### config.mk
export PLATFORM = sky130hd
export DESIGN_NAME = seq_game_flat
export DESIGN_NICKNAME = d
export VERILOG_FILES = /design/src/rtl/seq_game_if.sv /design/src/rtl/seq_game.sv /design/src/flat_wrapper.sv
export SDC_FILE = /design/constraint.sdc
export NUM_CORES = 1
export LEC_CHECK = 0
export ABC_AREA = 1
export CORE_MARGIN = 2
export CORE_UTILIZATION = 57
export CTS_CLUSTER_DIAMETER = 120
export DETAILED_ROUTE_END_ITERATION = 16
export MAX_ROUTING_LAYER = met4
export PLACE_DENSITY_LB_ADDON = 0.08
export REMOVE_ABC_BUFFERS = 1
export SLEW_MARGIN = 20
export SYNTH_ARGS = -nofsm -noshare
export SYNTH_HDL_FRONTEND = slang
export SYNTH_SLANG_ARGS = --single-unit
### constraint.sdc
create_clock -name clk -period 3.9 [get_ports clk]
set_input_delay 1.17 -clock clk [delete_from_list [all_inputs] [get_ports clk]]
set_output_delay 1.17 -clock clk [all_outputs]
set_load 0.05 [all_outputs]
### src/rtl/seq_game_if.sv
`default_nettype none
// ============================================================================
// Module   : seq_game_if
// Brief    : Control/status bundle for the seq_game memory game.
// Revision : 1.0
// ============================================================================
interface seq_game_if;
    logic       start;
    logic [7:0] rand_in;
    logic [3:0] btn;
    logic [3:0] led;
    logic [4:0] level;
    logic       busy;
    logic       win;
    logic       fail;

    modport master (
        output start, rand_in, btn,
        input  led, level, busy, win, fail
    );

    modport slave (
        input  start, rand_in, btn,
        output led, level, busy, win, fail
    );
endinterface
`default_nettype wire

### src/rtl/seq_game.sv
`default_nettype none
// ============================================================================
// Module   : seq_game
// Brief    : Simon-style memory game: grows a random 2-bit symbol pattern,
//            plays it on a one-hot LED display and checks the player's presses.
// Revision : 1.0
// ============================================================================
module seq_game #(
    parameter int MAX_LEN     = 16,
    parameter int STEP_CYCLES = 4,
    parameter int TIMEOUT     = 255
) (
    input  wire       clk,
    input  wire       rst_n,
    seq_game_if.slave bus
);

    localparam int c_idx_w = (MAX_LEN > 1) ? $clog2(MAX_LEN) : 1;
    localparam int c_ph_w  = (STEP_CYCLES > 1) ? $clog2(STEP_CYCLES) : 1;
    localparam int c_to_w  = (TIMEOUT > 1) ? $clog2(TIMEOUT + 1) : 1;

    localparam logic [c_ph_w-1:0] c_ph_last = c_ph_w'(STEP_CYCLES - 1);
    localparam logic [c_to_w-1:0] c_to_last = c_to_w'(TIMEOUT - 1);
    localparam logic [4:0]        c_max_len = 5'(MAX_LEN);

    typedef enum logic [2:0] {
        S_IDLE     = 3'd0,
        S_ADD      = 3'd1,
        S_SHOW_ON  = 3'd2,
        S_SHOW_OFF = 3'd3,
        S_INPUT    = 3'd4,
        S_WIN      = 3'd5,
        S_FAIL     = 3'd6
    } state_t;

    state_t              r_state;
    logic [1:0]          r_seq [MAX_LEN];
    logic [4:0]          r_len;
    logic [c_idx_w-1:0]  r_idx;
    logic [c_ph_w-1:0]   r_phase;
    logic [c_to_w-1:0]   r_tmo;
    logic [3:0]          r_btn_q;
    logic [3:0]          r_led;
    logic                r_busy;
    logic                r_win;
    logic                r_fail;

    logic [3:0]          w_press;
    logic [3:0]          w_expect;
    logic [c_idx_w-1:0]  w_idx_inc;
    logic                w_last;
    logic                w_onehot;
    logic [1:0]          w_first_sym;
    logic                w_unused;

    always_comb begin
        w_press     = bus.btn & ~r_btn_q;
        w_expect    = 4'b0001 << r_seq[r_idx];
        w_idx_inc   = r_idx + c_idx_w'(1);
        w_last      = (5'(r_idx) == (r_len - 5'd1));
        w_onehot    = (w_press != 4'd0) && ((w_press & (w_press - 4'd1)) == 4'd0);
        // The symbol being appended is the first one shown when the pattern was empty.
        w_first_sym = (r_len == 5'd0) ? bus.rand_in[1:0] : r_seq[0];
    end

    assign w_unused = &{1'b0, bus.rand_in[7:2]};

    always_ff @(posedge clk) begin
        if (!rst_n) begin
            r_state <= S_IDLE;
            r_len   <= 5'd0;
            r_idx   <= '0;
            r_phase <= '0;
            r_tmo   <= '0;
            r_btn_q <= 4'd0;
            r_led   <= 4'd0;
            r_busy  <= 1'b0;
            r_win   <= 1'b0;
            r_fail  <= 1'b0;
            for (int i = 0; i < MAX_LEN; i++) begin
                r_seq[i] <= 2'd0;
            end
        end else begin
            r_btn_q <= bus.btn;
            case (r_state)
                S_IDLE, S_WIN, S_FAIL: begin
                    if (bus.start) begin
                        r_state <= S_ADD;
                        r_len   <= 5'd0;
                        r_win   <= 1'b0;
                        r_fail  <= 1'b0;
                        r_busy  <= 1'b1;
                        r_led   <= 4'd0;
                    end
                end
                S_ADD: begin
                    r_seq[r_len[c_idx_w-1:0]] <= bus.rand_in[1:0];
                    r_len   <= r_len + 5'd1;
                    r_idx   <= '0;
                    r_phase <= '0;
                    r_state <= S_SHOW_ON;
                    r_led   <= 4'b0001 << w_first_sym;
                end
                S_SHOW_ON: begin
                    if (r_phase == c_ph_last) begin
                        r_phase <= '0;
                        r_state <= S_SHOW_OFF;
                        r_led   <= 4'd0;
                    end else begin
                        r_phase <= r_phase + c_ph_w'(1);
                    end
                end
                S_SHOW_OFF: begin
                    if (r_phase == c_ph_last) begin
                        r_phase <= '0;
                        if (w_last) begin
                            r_state <= S_INPUT;
                            r_idx   <= '0;
                            r_tmo   <= '0;
                            r_led   <= bus.btn;
                        end else begin
                            r_state <= S_SHOW_ON;
                            r_idx   <= w_idx_inc;
                            r_led   <= 4'b0001 << r_seq[w_idx_inc];
                        end
                    end else begin
                        r_phase <= r_phase + c_ph_w'(1);
                    end
                end
                S_INPUT: begin
                    r_led <= bus.btn;
                    if (w_press == 4'd0) begin
                        if (r_tmo == c_to_last) begin
                            r_state <= S_FAIL;
                            r_fail  <= 1'b1;
                            r_busy  <= 1'b0;
                            r_led   <= 4'd0;
                        end else begin
                            r_tmo <= r_tmo + c_to_w'(1);
                        end
                    end else if (w_onehot && (w_press == w_expect)) begin
                        if (!w_last) begin
                            r_idx <= w_idx_inc;
                            r_tmo <= '0;
                        end else if (r_len == c_max_len) begin
                            r_state <= S_WIN;
                            r_win   <= 1'b1;
                            r_busy  <= 1'b0;
                            r_led   <= 4'hF;
                        end else begin
                            r_state <= S_ADD;
                            r_led   <= 4'd0;
                        end
                    end else begin
                        r_state <= S_FAIL;
                        r_fail  <= 1'b1;
                        r_busy  <= 1'b0;
                        r_led   <= 4'd0;
                    end
                end
                default: begin
                    r_state <= S_IDLE;
                    r_busy  <= 1'b0;
                    r_led   <= 4'd0;
                end
            endcase
        end
    end

    assign bus.led   = r_led;
    assign bus.level = r_len;
    assign bus.busy  = r_busy;
    assign bus.win   = r_win;
    assign bus.fail  = r_fail;

endmodule
`default_nettype wire

### src/flat_wrapper.sv
// flat-port wrapper written by rule: the top's interface ports become plain ports
module seq_game_flat 
#(
    parameter int MAX_LEN     = 16,
    parameter int STEP_CYCLES = 4,
    parameter int TIMEOUT     = 255
)
  (clk, rst_n, bus_start, bus_rand_in, bus_btn, bus_led, bus_level, bus_busy, bus_win, bus_fail);
  seq_game_if bus_i ();
  input  wire clk;
  input  wire rst_n;
  input wire logic [$bits(bus_i.start)-1:0] bus_start;
  input wire logic [$bits(bus_i.rand_in)-1:0] bus_rand_in;
  input wire logic [$bits(bus_i.btn)-1:0] bus_btn;
  output wire logic [$bits(bus_i.led)-1:0] bus_led;
  output wire logic [$bits(bus_i.level)-1:0] bus_level;
  output wire logic [$bits(bus_i.busy)-1:0] bus_busy;
  output wire logic [$bits(bus_i.win)-1:0] bus_win;
  output wire logic [$bits(bus_i.fail)-1:0] bus_fail;
  assign bus_i.start = bus_start;
  assign bus_i.rand_in = bus_rand_in;
  assign bus_i.btn = bus_btn;
  assign bus_led = bus_i.led;
  assign bus_level = bus_i.level;
  assign bus_busy = bus_i.busy;
  assign bus_win = bus_i.win;
  assign bus_fail = bus_i.fail;
  seq_game #(.MAX_LEN(MAX_LEN), .STEP_CYCLES(STEP_CYCLES), .TIMEOUT(TIMEOUT)) u_core (.clk(clk), .rst_n(rst_n), .bus(bus_i));
endmodule
* Yosys cells after proc, flatten, opt, wreduce, memory -nomap -nowiden
Memories as Yosys holds them, arrays and structs flattened. A register that Yosys moved wholly into a read port is not among the register bits.
Cells that the tools add are included.
** Cells by class
- Add/sub/neg operators :: 6
- Equal/unequal tests :: 27
- Shift operators :: 3
- Mux-type cells :: 64
- Bitwise logic cells :: 4
- Reduce and logical (&&, ||, !) cells :: 24
** Operators by type and width (count)
- 4-bit two-way mux :: 17
- 8-bit two-way mux :: 6
- 3-bit two-way mux :: 9
- 4-bit one-hot mux with 5 select lines :: 1
- 1-bit two-way mux :: 19
- 8-bit one-hot mux with 2 select lines :: 1
- 3-bit one-hot mux with 5 select lines :: 1
- 5-bit AND reduction :: 3
- 2-bit by 1-bit inequality test with 1-bit output, second input constant :: 6
- 4-bit one-hot mux with 3 select lines :: 1
- 6-bit AND reduction :: 2
- 1-bit by 2-bit << shifter with 4-bit output, first input constant :: 3
- 5-bit one-hot mux with 2 select lines :: 1
- 3-bit equality test, second input constant :: 3
- 3-bit inequality test, second input constant :: 3
- 8-bit by 1-bit adder with 8-bit output, second input constant :: 1
- 4-bit AND :: 2
- 8-bit equality test, second input constant :: 1
- 4-bit zero test :: 2
- 2-bit nonzero test :: 4
- 3-bit by 2-bit equality test with 1-bit output, second input constant :: 2
- 2-bit two-way mux :: 3
- 2-bit inequality test, second input constant :: 3
- 3-bit OR reduction :: 2
- other kinds (29) :: 32
** Word-level totals
- Register bits after elaboration :: 33
- Memory bits (writable) :: 32
- Input bits :: 15
- Output and inout port bits :: 12
- Logic and storage cells :: 139
- Memories :: 1
** Memories
- u_core.r_seq :: depth 16, width 2, rd ports 3, clocked after Yosys merged registers in 1, wr ports 16, line seq_game.sv:37 : logic [1:0] r_seq [MAX_LEN];

* Longest topological paths before layout
Gate-level depths: netlist of the first run.
- Depth after elaboration :: 12
- Gate-level depth with buffers :: 18

* Worst setup path after synthesis of the first run
No wires, ideal clock.
- Path kind :: in2reg
- From :: input bus_btn[0]
- To :: register u_core.r_tmo[6]
- Setup time :: 115 ps
- Data arrival time :: 2630 ps
- Data required time :: 3785 ps
- Path slack :: 1155 ps
- Stages on the path :: 13
- Path buffers :: 1
- Cell sequence :: inv_1 -> or2_1 -> nand2_1 -> nor2_1 -> inv_2 -> nor2_1 -> inv_2 -> nand2_1 -> a211oi_4 -> buf_2 -> nand3_1 -> nand2_1 -> nor2_1
** Between the ends
- Longest elaborated chain between the ends :: 8
** RTL lines
- start, declared :: line flat_wrapper.sv:14 : input wire logic [$bits(bus_i.btn)-1:0] bus_btn;
- 4-bit AND * :: line seq_game.sv:57 : w_press = bus.btn & ~r_btn_q;
- 4-bit by 1-bit subtractor with 4-bit output :: line seq_game.sv:61 : w_onehot = (w_press != 4'd0) && ((w_press & (w_press - 4'd1)) == 4'd0);
- 4-bit AND :: line seq_game.sv:61
- 4-bit zero test :: line seq_game.sv:61
- 1-bit logical AND :: line seq_game.sv:61
- 1-bit logical AND :: line seq_game.sv:141 : end else if (w_onehot && (w_press == w_expect)) begin
- 3-bit by 1-bit inequality test with 1-bit output (no source line)
- 6-bit AND reduction (no source line)
- end signal, assigned :: line seq_game.sv:139 : r_tmo <= r_tmo + c_to_w'(1);
- end, declared :: line seq_game.sv:41 : logic [c_to_w-1:0] r_tmo;
Every way passes the cells marked *; elsewhere a longest branch is shown, timed or not.
A chain may end at the register's enable or synchronous reset.

* Worst setup path after layout of the first run
- From :: input bus_btn[3]
- To :: register u_core.r_tmo[4]
Same word-level chain as after synthesis.

==> impl_metrics.yaml, run 1 <==
floorplan:
  pin_count: 27
  fp.dieW_um: 91.1
  rows: 31
  dieArea_um2: 8310
  coreArea_um2: 7290
  start_util: 0.594
  die-height_um: 91.1
sta:
  rsz0062_at_grt: "false"
  slew_viol_final: 0
  relSlewSlack: 0.482
  hold_viol: 0
  fin_tns_setup_ns: 0
  fmax_ghz: 0.312
  min_period_over_period: 0.823
  skew_ns: 0.0127
  worstMarginPinSlew_ns: 0.776
  finalSetupViolations: 0
  period_needed_ns: 3.21
routing:
  drtPass1Iterations: 5
  drtAntennaViolNets: 0
  viasPerCell: 5.54
  wl_per_cell_um: 14.5
  drcViolationCount: 0
  totalWireLength_um: 10800
  vias: 4113
  first_iter_violations: 256
synth:
  yosysTopAreaCell: "edfxtp_1"
  synth_area_leaders: "edfxtp_1, dfxtp_1, nand2_1"
  syn_area_per_cell_um2: 6.95
  synth_area_um2: 4330
  synthFlopType: "dfxtp_1"
  yosys_warnings: 0
  yosys.cell_types.count: 39
  synthCells: 623
  synth_seq_area_share: 0.393
  synth_edf_count: 32
  synth_seq_cells: 69
  async_reset_ff_frac: 0
  yosysTopAreaCellShare: 0.222
critical_path:
  worstSetupStartpointType: "primary input"
  arrival_ns: 3.50
  crit_path_max_fanout: 16
  cpPeakStageDelay_ns: 0.46
  crit_required_ns: 4.19
  cp_common_cell: "nor2_1"
  cp_cell_sequence: "clkdlybuf4s50_1 -> inv_1 -> nor2_1 -> inv_1 -> nand2_1 -> nor2_1 -> inv_2 -> nor2_1 -> inv_2 -> nand2_1 -> a211oi_4 -> buf_4 -> o211ai_1 -> nand2_1 -> nor2_1"
  end_kind: "flop"
  cp_top_family: "buffers and inverters"
  crit_slowest_cell: "clkdlybuf4s50_1"
  path_buf_inv: 6
  reg2reg_depth: 12
  critical_path_class: "in -> reg"
  rrSetupSlack_ns: 1.04
clocking:
  cts_tree: "yes"
  htree_num_levels: 3
  clk_pin_slew_ns: 0.08
  hold_buffers: 0
  cts_sinks: 69
  cts_max_path_buffers: 2
  cts_setup_buffers: 0
  numCtsBuffers: 9
  clkLatencyLatePin_ns: 0.36
  cts_resized: 0
  root_buffer: "clkbuf_8"
layout:
  antennaDiodeCount: 0
  syn_to_final_growth_pct: 9.80
  fin_area_um2: 4750
  drive_gt1_frac: 0.0730
  nNetsFinal: 662
hold_path:
  hold_start: "u_core.bus.win"
  worstHoldPathCells: 2
  hp-class: "reg -> reg"
  whs_endpoint: "u_core.bus.win"
outcome:
  status: "finished, final reports clean"
grt:
  track_usage: 0.276
  grt_pass1_vias: 3979
  grt_max_degree: 36
  antenna_found_initial: 0
  grt_overflow: 0
  grt_pass1_wl_um: 18000
power:
  ir_drop_uv: 299
  power_density_nw_per_um2: 638
  total_power_mw: 3.03
  p_leak_nw: 2.09
placed_design:
  gp_congestion: 0.939
  hpwl_um: 7770
  post_dp_cell_area_um2: 4570
  io_buffers: 20
flow_run:
  maxCapViolCount: 0
==> worst reg2reg max path, stage by stage (launching register included) <==
cell	delay (ns)
dfxtp_1	0.83
inv_2	0.27
nand2_1	0.12
nand3_1	0.09
nand3_1	0.12
nand3_2	0.13
nand3_1	0.10
nand3_1	0.25
nand3_4	0.22
nand2_2	0.13
nand2_2	0.14
a21oi_1	0.07
nor3_1	0.29
==> synthesized netlist by cell type (5+ instances only) <==
| cell type | instances |
|---|---|
| ha_1 | 8 |
| nand4_1 | 8 |
| nand3_1 | 45 |
| edfxtp_1 | 32 |
| dfxtp_1 | 37 |
| o21ai_0 | 35 |
| nand2_2 | 7 |
| nand2_1 | 155 |
| nor3_1 | 9 |
| nor2_1 | 86 |
| o211ai_1 | 13 |
| xor2_1 | 7 |
| clkbuf_1 | 10 |
| a21oi_1 | 43 |
| inv_2 | 8 |
| inv_1 | 82 |
| o21ai_1 | 5 |
==> per-layer routing <==
metal,global-route usage,wire length [µm],share of wire
met4,0.102,265,0.025
met3,0.0639,682,0.063
met5,-,0,0
met1,0.332,4660,0.43
met2,0.454,5180,0.48
==> area by class of cell <==
| cell class | count | area, µm² |
|---|---|---|
| clock inverter | 7 | 57.6 |
| fill | 647 | 2540 |
| sequential | 69 | 1700 |
| clock buffer | 9 | 124 |
| timing repair buffer | 23 | 223 |
| tap | 99 | 124 |
| inverter | 90 | 338 |
| multi-input combinational | 446 | 2180 |
==> how the worst max path moves through the flow <==
stage                       to  depth (start not counted)        from
2_1_floorplan  u_core.r_tmo[0]                         12  bus_btn[0]
3_3_place_gp   u_core.r_tmo[3]                         14  bus_btn[3]
3_5_place_dp   u_core.r_tmo[6]                         13  bus_btn[0]
4_1_cts        u_core.r_tmo[5]                         14  bus_btn[3]
5_1_grt        u_core.r_tmo[4]                         15  bus_btn[2]
6_report       u_core.r_tmo[4]                         15  bus_btn[3]
==> cell families (layout without fill, tap and decap cells) <==
group | count (synthesis) | after routing | share of synthesized area
AOI/OAI and AO/OA | 106 | 106 | 0.139
xor gates and xnor gates | 8 | 8 | 0.0162
adders and majority gates | 8 | 8 | 0.0231
buffers and inverters | 108 | 129 | 0.102
DFF | 69 | 69 | 0.393
and+or+nand+nor | 324 | 324 | 0.326
==> through the flow <==
step / worst slack [ns] / hold slack [ns] / utilization / instances
global route: 0.438 / 0.475 / 0.652 / 743
detailed placement: 0.389 / 0.440 / 0.627 / 727
CTS: 0.752 / 0.452 / 0.652 / 743
global placement: 0.432 / 0.437 / 0.627 / 727
floorplan: 1.14 / 0.443 / - / 605
finish: 0.690 / 0.456 / 0.652 / 743
==> report_power, final <==
group          switching, mW  internal (mW)
Sequential             0.131          0.876
Combinational          0.980          0.490
Clock                  0.317          0.238
==> state kept, by name (all words and copies together) (netlist names), named ones only <==
signal            flops
u_core.bus.busy       1
u_core.bus.fail       1
u_core.bus.led        4
u_core.bus.level      5
u_core.bus.win        1
u_core.r_btn_q        4
u_core.r_idx          4
u_core.r_phase        2
u_core.r_seq         32
u_core.r_state        3
u_core.r_tmo          8
==> cell usage in the layout, fill, tap and decap left out, drive strengths merged <==
cell           instances
a211oi                 2
a21boi                 1
a21oi                 43
a31oi                  3
and3                   1
buf                    3
clkbuf                 9
clkdlybuf4s50         20
clkinv                 1
clkinvlp               3
dfxtp                 37
edfxtp                32
ha                     8
inv                   93
nand2                162
nand3                 50
nand3b                 1
nand4                  8
nor2                  90
nor3                  10
o211ai                13
o21ai                 41
o22ai                  2
o31ai                  1
or2                    2
xnor2                  1
xor2                   7
No activity file was read; power rests on OpenSTA's default activity.
==> inputs of run 2 (changes only) <==
==> constraint.sdc (replaced) <==
create_clock -name clk -period 3.25 [get_ports clk]
set_input_delay 0.975 -clock clk [delete_from_list [all_inputs] [get_ports clk]]
set_output_delay 0.975 -clock clk [all_outputs]
set_load 0.05 [all_outputs]
==> impl_metrics.yaml, run 2 (synthesized netlist as in run 1, its figures left out) <==
outcome:
  status: "finished, final reports clean"
sta:
  hold_viol: 0
  slew_viol_final: 0
  finalSetupViolations: 0
  min_period_over_period: 0.901
  skew_ns: 0.00921
  relSlewSlack: 0.551
  rsz0062_at_grt: "false"
  worstMarginPinSlew_ns: 0.671
  setup_ws_ns: 0.321
  fmax_ghz: 0.341
  period_needed_ns: 2.93
clocking:
  cts_setup_buffers: 0
  root_buffer: "clkbuf_8"
  cts_sinks: 69
  numCtsBuffers: 9
  cts_max_path_buffers: 2
  clk_pin_slew_ns: 0.08
  htree_num_levels: 3
  hold_buffers: 0
  clkLatencyLatePin_ns: 0.35
  cts_resized: 0
  cts_tree: "yes"
grt:
  grt_pass1_wl_um: 17700
  track_usage: 0.276
  antenna_found_initial: 0
  grt_pass1_vias: 3896
  grt_max_degree: 36
  grt_overflow: 0
critical_path:
  critical_path_class: "in -> reg"
  reg2reg_from: "u_core.bus.level[0]"
  reg2reg_depth: 12
  crit_end: "u_core.r_tmo[0]"
  worstSetupStartpointType: "primary input"
  critPathLaunch: "bus_btn[3]"
  crit_required_ns: 3.50
  arrival_ns: 3.18
  rrSetupSlack_ns: 0.61
  r2r_end: "u_core.r_tmo[0]"
  crit_path_max_fanout: 16
  end_kind: "flop"
routing:
  maxUsedRoutingLayer: "met4"
  totalWireLength_um: 10600
  drcViolationCount: 0
  viasPerCell: 5.46
  first_iter_violations: 372
  wl_met2_um: 5170
  wl_per_cell_um: 14.1
  vias: 4109
  drtPass1Iterations: 5
  met3WireLength_um: 512
  drtAntennaViolNets: 0
  drt-met1-wl_um: 4700
power:
  p_leak_nw: 2.13
  power_density_nw_per_um2: 746
  switching_share: 0.457
  comb_power_share: 0.500
  total_power_mw: 3.58
  pwr-share-seq: 0.334
  clockPowerShare: 0.166
  ir_drop_uv: 329
  p_int_mw: 1.95
  switching_power_mw: 1.64
layout:
  nNetsFinal: 671
  n_fill_cell: 690
  layout_common_cells: "nand2_1, nor2_1, inv_1"
  antennaDiodeCount: 0
  final_common_cell: "nand2_1"
  syn_to_final_growth_pct: 11.0
  fin_cells: 752
  drive_gt1_frac: 0.0781
  top_register: "u_core.r_seq"
  largest_reg_flops: 32
placed_design:
  pre_cts_slack_ns: -0.0380
  io_buffers: 20
  dp.cells: 736
  gp_congestion: 0.916
  hpwl_um: 7790
floorplan:
  start_util: 0.594
  rows: 31
  die-height_um: 91.1
  coreArea_um2: 7290
  dieArea_um2: 8310
  pin_count: 27
  fp.dieW_um: 91.1
flow_run:
  maxCapViolCount: 0
hold_path:
  hp-class: "reg -> reg"
==> run 2: cell count changes in the layout (fill, tap and decap cells not counted), sizes merged <==
cell      delta
clkbuf       +5
clkinvlp     -3
clkinv       +1
buf          +9
inv          -3
==> run 2: metal layers <==
metal  vias up  track usage
met1      1895        0.329
met2       115        0.455
met5         -            -
li1       2076            -
met3        23       0.0581
met4         0        0.116
==> run 2: power groups by stage <==
stage	combinational (mW)	clock (mW)	sequential [mW]
floorplan	1.25	0	1.27
global placement	1.74	0	1.21
detailed placement	1.77	0	1.21
CTS	1.78	0.605	1.19
global route	2.00	0.639	1.22
finish	1.79	0.594	1.20
==> run 2: area by class of cell <==
| class | instances | area [µm²] | share of cell area |
|---|---|---|---|
| multi-input cells | 446 | 2180 | 0.455 |
| well taps | 99 | 124 | 0.0258 |
| inverters | 90 | 338 | 0.0703 |
| clock buffers | 14 | 143 | 0.0297 |
| flip-flops and latches | 69 | 1700 | 0.354 |
| repair buffers | 32 | 303 | 0.0630 |
| clock inverters | 2 | 10.0 | 0.00208 |
==> run 2: through the flow <==
| step | TNS [ns] | hold WS, ns | cell area [µm²] | utilization |
|---|---|---|---|---|
| final | 0 | 0.457 | 4800 | 0.659 |
| after global routing | 0 | 0.485 | 4800 | 0.659 |
| after CTS | 0 | 0.456 | 4800 | 0.659 |
| after detailed placement | -0.156 | 0.444 | 4650 | 0.638 |
| after global placement | 0 | 0.437 | 4650 | 0.638 |
| after floorplan | 0 | 0.443 | 4220 | - |
==> run 2: worst min path at each step <==
stage | endpoint | slack, ns | start | depth (start not counted)
floorplan | u_core.r_phase[1] | 0.44 | u_core.r_phase[1] | 2
global placement | u_core.bus.win | 0.44 | u_core.bus.win | 2
detailed placement | u_core.bus.fail | 0.44 | u_core.bus.fail | 2
CTS | u_core.bus.fail | 0.46 | u_core.bus.fail | 2
global route | u_core.bus.fail | 0.48 | u_core.bus.fail | 2
finish | u_core.bus.fail | 0.46 | u_core.bus.fail | 2
==> run 2: critical path, stage by stage <==
cell and delay (ns):
clkdlybuf4s50_1 0.49, inv_1 0.07, nor2_1 0.16, inv_1 0.10, nand2_1 0.10, nor2_1 0.09
inv_2 0.06, nor2_1 0.08, inv_2 0.07, nand2_1 0.08, a211oi_4 0.59, o211ai_1 0.18
nand2_1 0.09, nor2_1 0.04
==> inputs of run 3 (changes only) <==
--- a/config.mk
+++ b/config.mk
@@ -13,7 +13,7 @@
 export MAX_ROUTING_LAYER = met4
 export PLACE_DENSITY_LB_ADDON = 0.08
 export REMOVE_ABC_BUFFERS = 1
-export SLEW_MARGIN = 20
+export SKIP_CTS_REPAIR_TIMING = 1
 export SYNTH_ARGS = -nofsm -noshare
 export SYNTH_HDL_FRONTEND = slang
 export SYNTH_SLANG_ARGS = --single-unit
==> constraint.sdc (replaced) <==
create_clock -name clk -period 3.25 [get_ports clk]
set_input_delay 0.975 -clock clk [delete_from_list [all_inputs] [get_ports clk]]
set_output_delay 0.975 -clock clk [all_outputs]
set_load 0.1 [all_outputs]
==> impl_metrics.yaml, run 3 (synthesized netlist as in run 1, its figures left out) <==
sta:
  rsz0062_at_grt: "false"
  fin_tns_setup_ns: 0
  period_needed_ns: 2.94
  hold_ws_ns: 0.460
  worstMarginPinSlew_ns: 0.688
  skew_ns: 0.00984
  finalSetupViolations: 0
  hold_viol: 0
  fmax_ghz: 0.340
  slew_viol_final: 0
  relSlewSlack: 0.540
  setup_ws_ns: 0.307
  min_period_over_period: 0.905
routing:
  totalWireLength_um: 10500
  first_iter_violations: 334
  drtAntennaViolNets: 0
  vias: 4163
  drtPass1Iterations: 6
  drcViolationCount: 0
  wl_per_cell_um: 13.9
  viasPerCell: 5.54
placed_design:
  gp_congestion: 0.937
  io_buffers: 20
  pre_cts_slack_ns: -0.0579
  dp.cells: 736
  hpwl_um: 7740
critical_path:
  arrival_ns: 3.20
  r2r_end: "u_core.r_tmo[2]"
  critical_path_class: "in -> reg"
  reg2reg_from: "u_core.bus.level[0]"
  rrSetupSlack_ns: 0.56
  crit_required_ns: 3.50
  end_kind: "flop"
  reg2reg_depth: 12
  crit_path_max_fanout: 16
  worstSetupStartpointType: "primary input"
hold_path:
  hp-class: "reg -> reg"
  worstHoldPathCells: 2
  whs_endpoint: "u_core.bus.win"
  hold_start: "u_core.bus.win"
layout:
  layout_common_cells: "nand2_1, nor2_1, inv_1"
  syn_to_final_growth_pct: 11.0
  nNetsFinal: 671
  top_register: "u_core.r_seq"
  antennaDiodeCount: 0
  fin_util: 0.659
  drive_gt1_frac: 0.0995
  final_common_cell: "nand2_1"
  largest_reg_flops: 32
  fin_cells: 752
floorplan:
  start_util: 0.594
  fp.dieW_um: 91.1
  pin_count: 27
  rows: 31
  coreArea_um2: 7290
  die-height_um: 91.1
  dieArea_um2: 8310
clocking:
  cts_sinks: 69
  root_buffer: "clkbuf_8"
  numCtsBuffers: 9
  cts_tree: "yes"
  clkLatencyLatePin_ns: 0.35
  cts_max_path_buffers: 2
  clk_pin_slew_ns: 0.08
  htree_num_levels: 3
power:
  p_leak_nw: 2.16
  ir_drop_uv: 431
  power_density_nw_per_um2: 781
outcome:
  status: "finished, final reports clean"
grt:
  track_usage: 0.273
  grt_overflow: 0
  grt_pass1_vias: 3857
  grt_pass1_wl_um: 17600
  antenna_found_initial: 0
  grt_max_degree: 36
flow_run:
  maxCapViolCount: 0
run 3: worst max-delay path by stage:
| stage | startpoint | endpoint | cells after the start |
|---|---|---|---|
| 3_3_place_gp | bus_btn[1] | u_core.r_tmo[4] | 14 |
| 4_1_cts | bus_btn[0] | u_core.r_tmo[2] | 13 |
| 2_1_floorplan | u_core.bus.level[0] | u_core.r_tmo[0] | 14 |
| 6_report | bus_btn[0] | u_core.r_tmo[2] | 13 |
| 3_5_place_dp | bus_btn[0] | u_core.r_tmo[2] | 13 |
| 5_1_grt | bus_btn[1] | u_core.r_tmo[2] | 14 |
run 3: power breakdown:
group / internal (mW) / total [mW] / switching [mW]
Sequential: 1.05 / 1.20 / 0.151
Clock: 0.354 / 0.692 / 0.337
Combinational: 0.609 / 1.86 / 1.25
Total: 2.02 / 3.75 / 1.74
run 3: metal layers:
layer  share of wire  global-route usage
met1            0.44               0.336
met2            0.47               0.435
met5               0                   -
met4           0.032               0.135
met3           0.057              0.0456
run 3: worst max-delay path: stages:
cell	delay [ns]
clkdlybuf4s50_1	0.48
inv_1	0.07
or2_1	0.26
nand2_1	0.09
nor2_1	0.08
inv_2	0.06
nor2_1	0.08
inv_2	0.08
nand2_1	0.08
a211oi_4	0.60
o211ai_1	0.19
nand2_1	0.10
nor2_1	0.04
run 3: final cells by class:
type                       count  area (µm²)
sequential                    69        1700
clock inverter                 4        50.0
multi-input combinational    446        2180
timing repair buffer          32         273
tap                           99         124
fill                         679        2490
inverter                      90         338
clock buffer                  12         135
run 3: through the flow:
step           area (µm²)  total power [mW]
2_1_floorplan        4220              2.60
3_3_place_gp         4620              3.01
3_5_place_dp         4620              3.05
4_1_cts              4810              3.73
5_1_grt              4810              4.02
6_report             4810              3.75
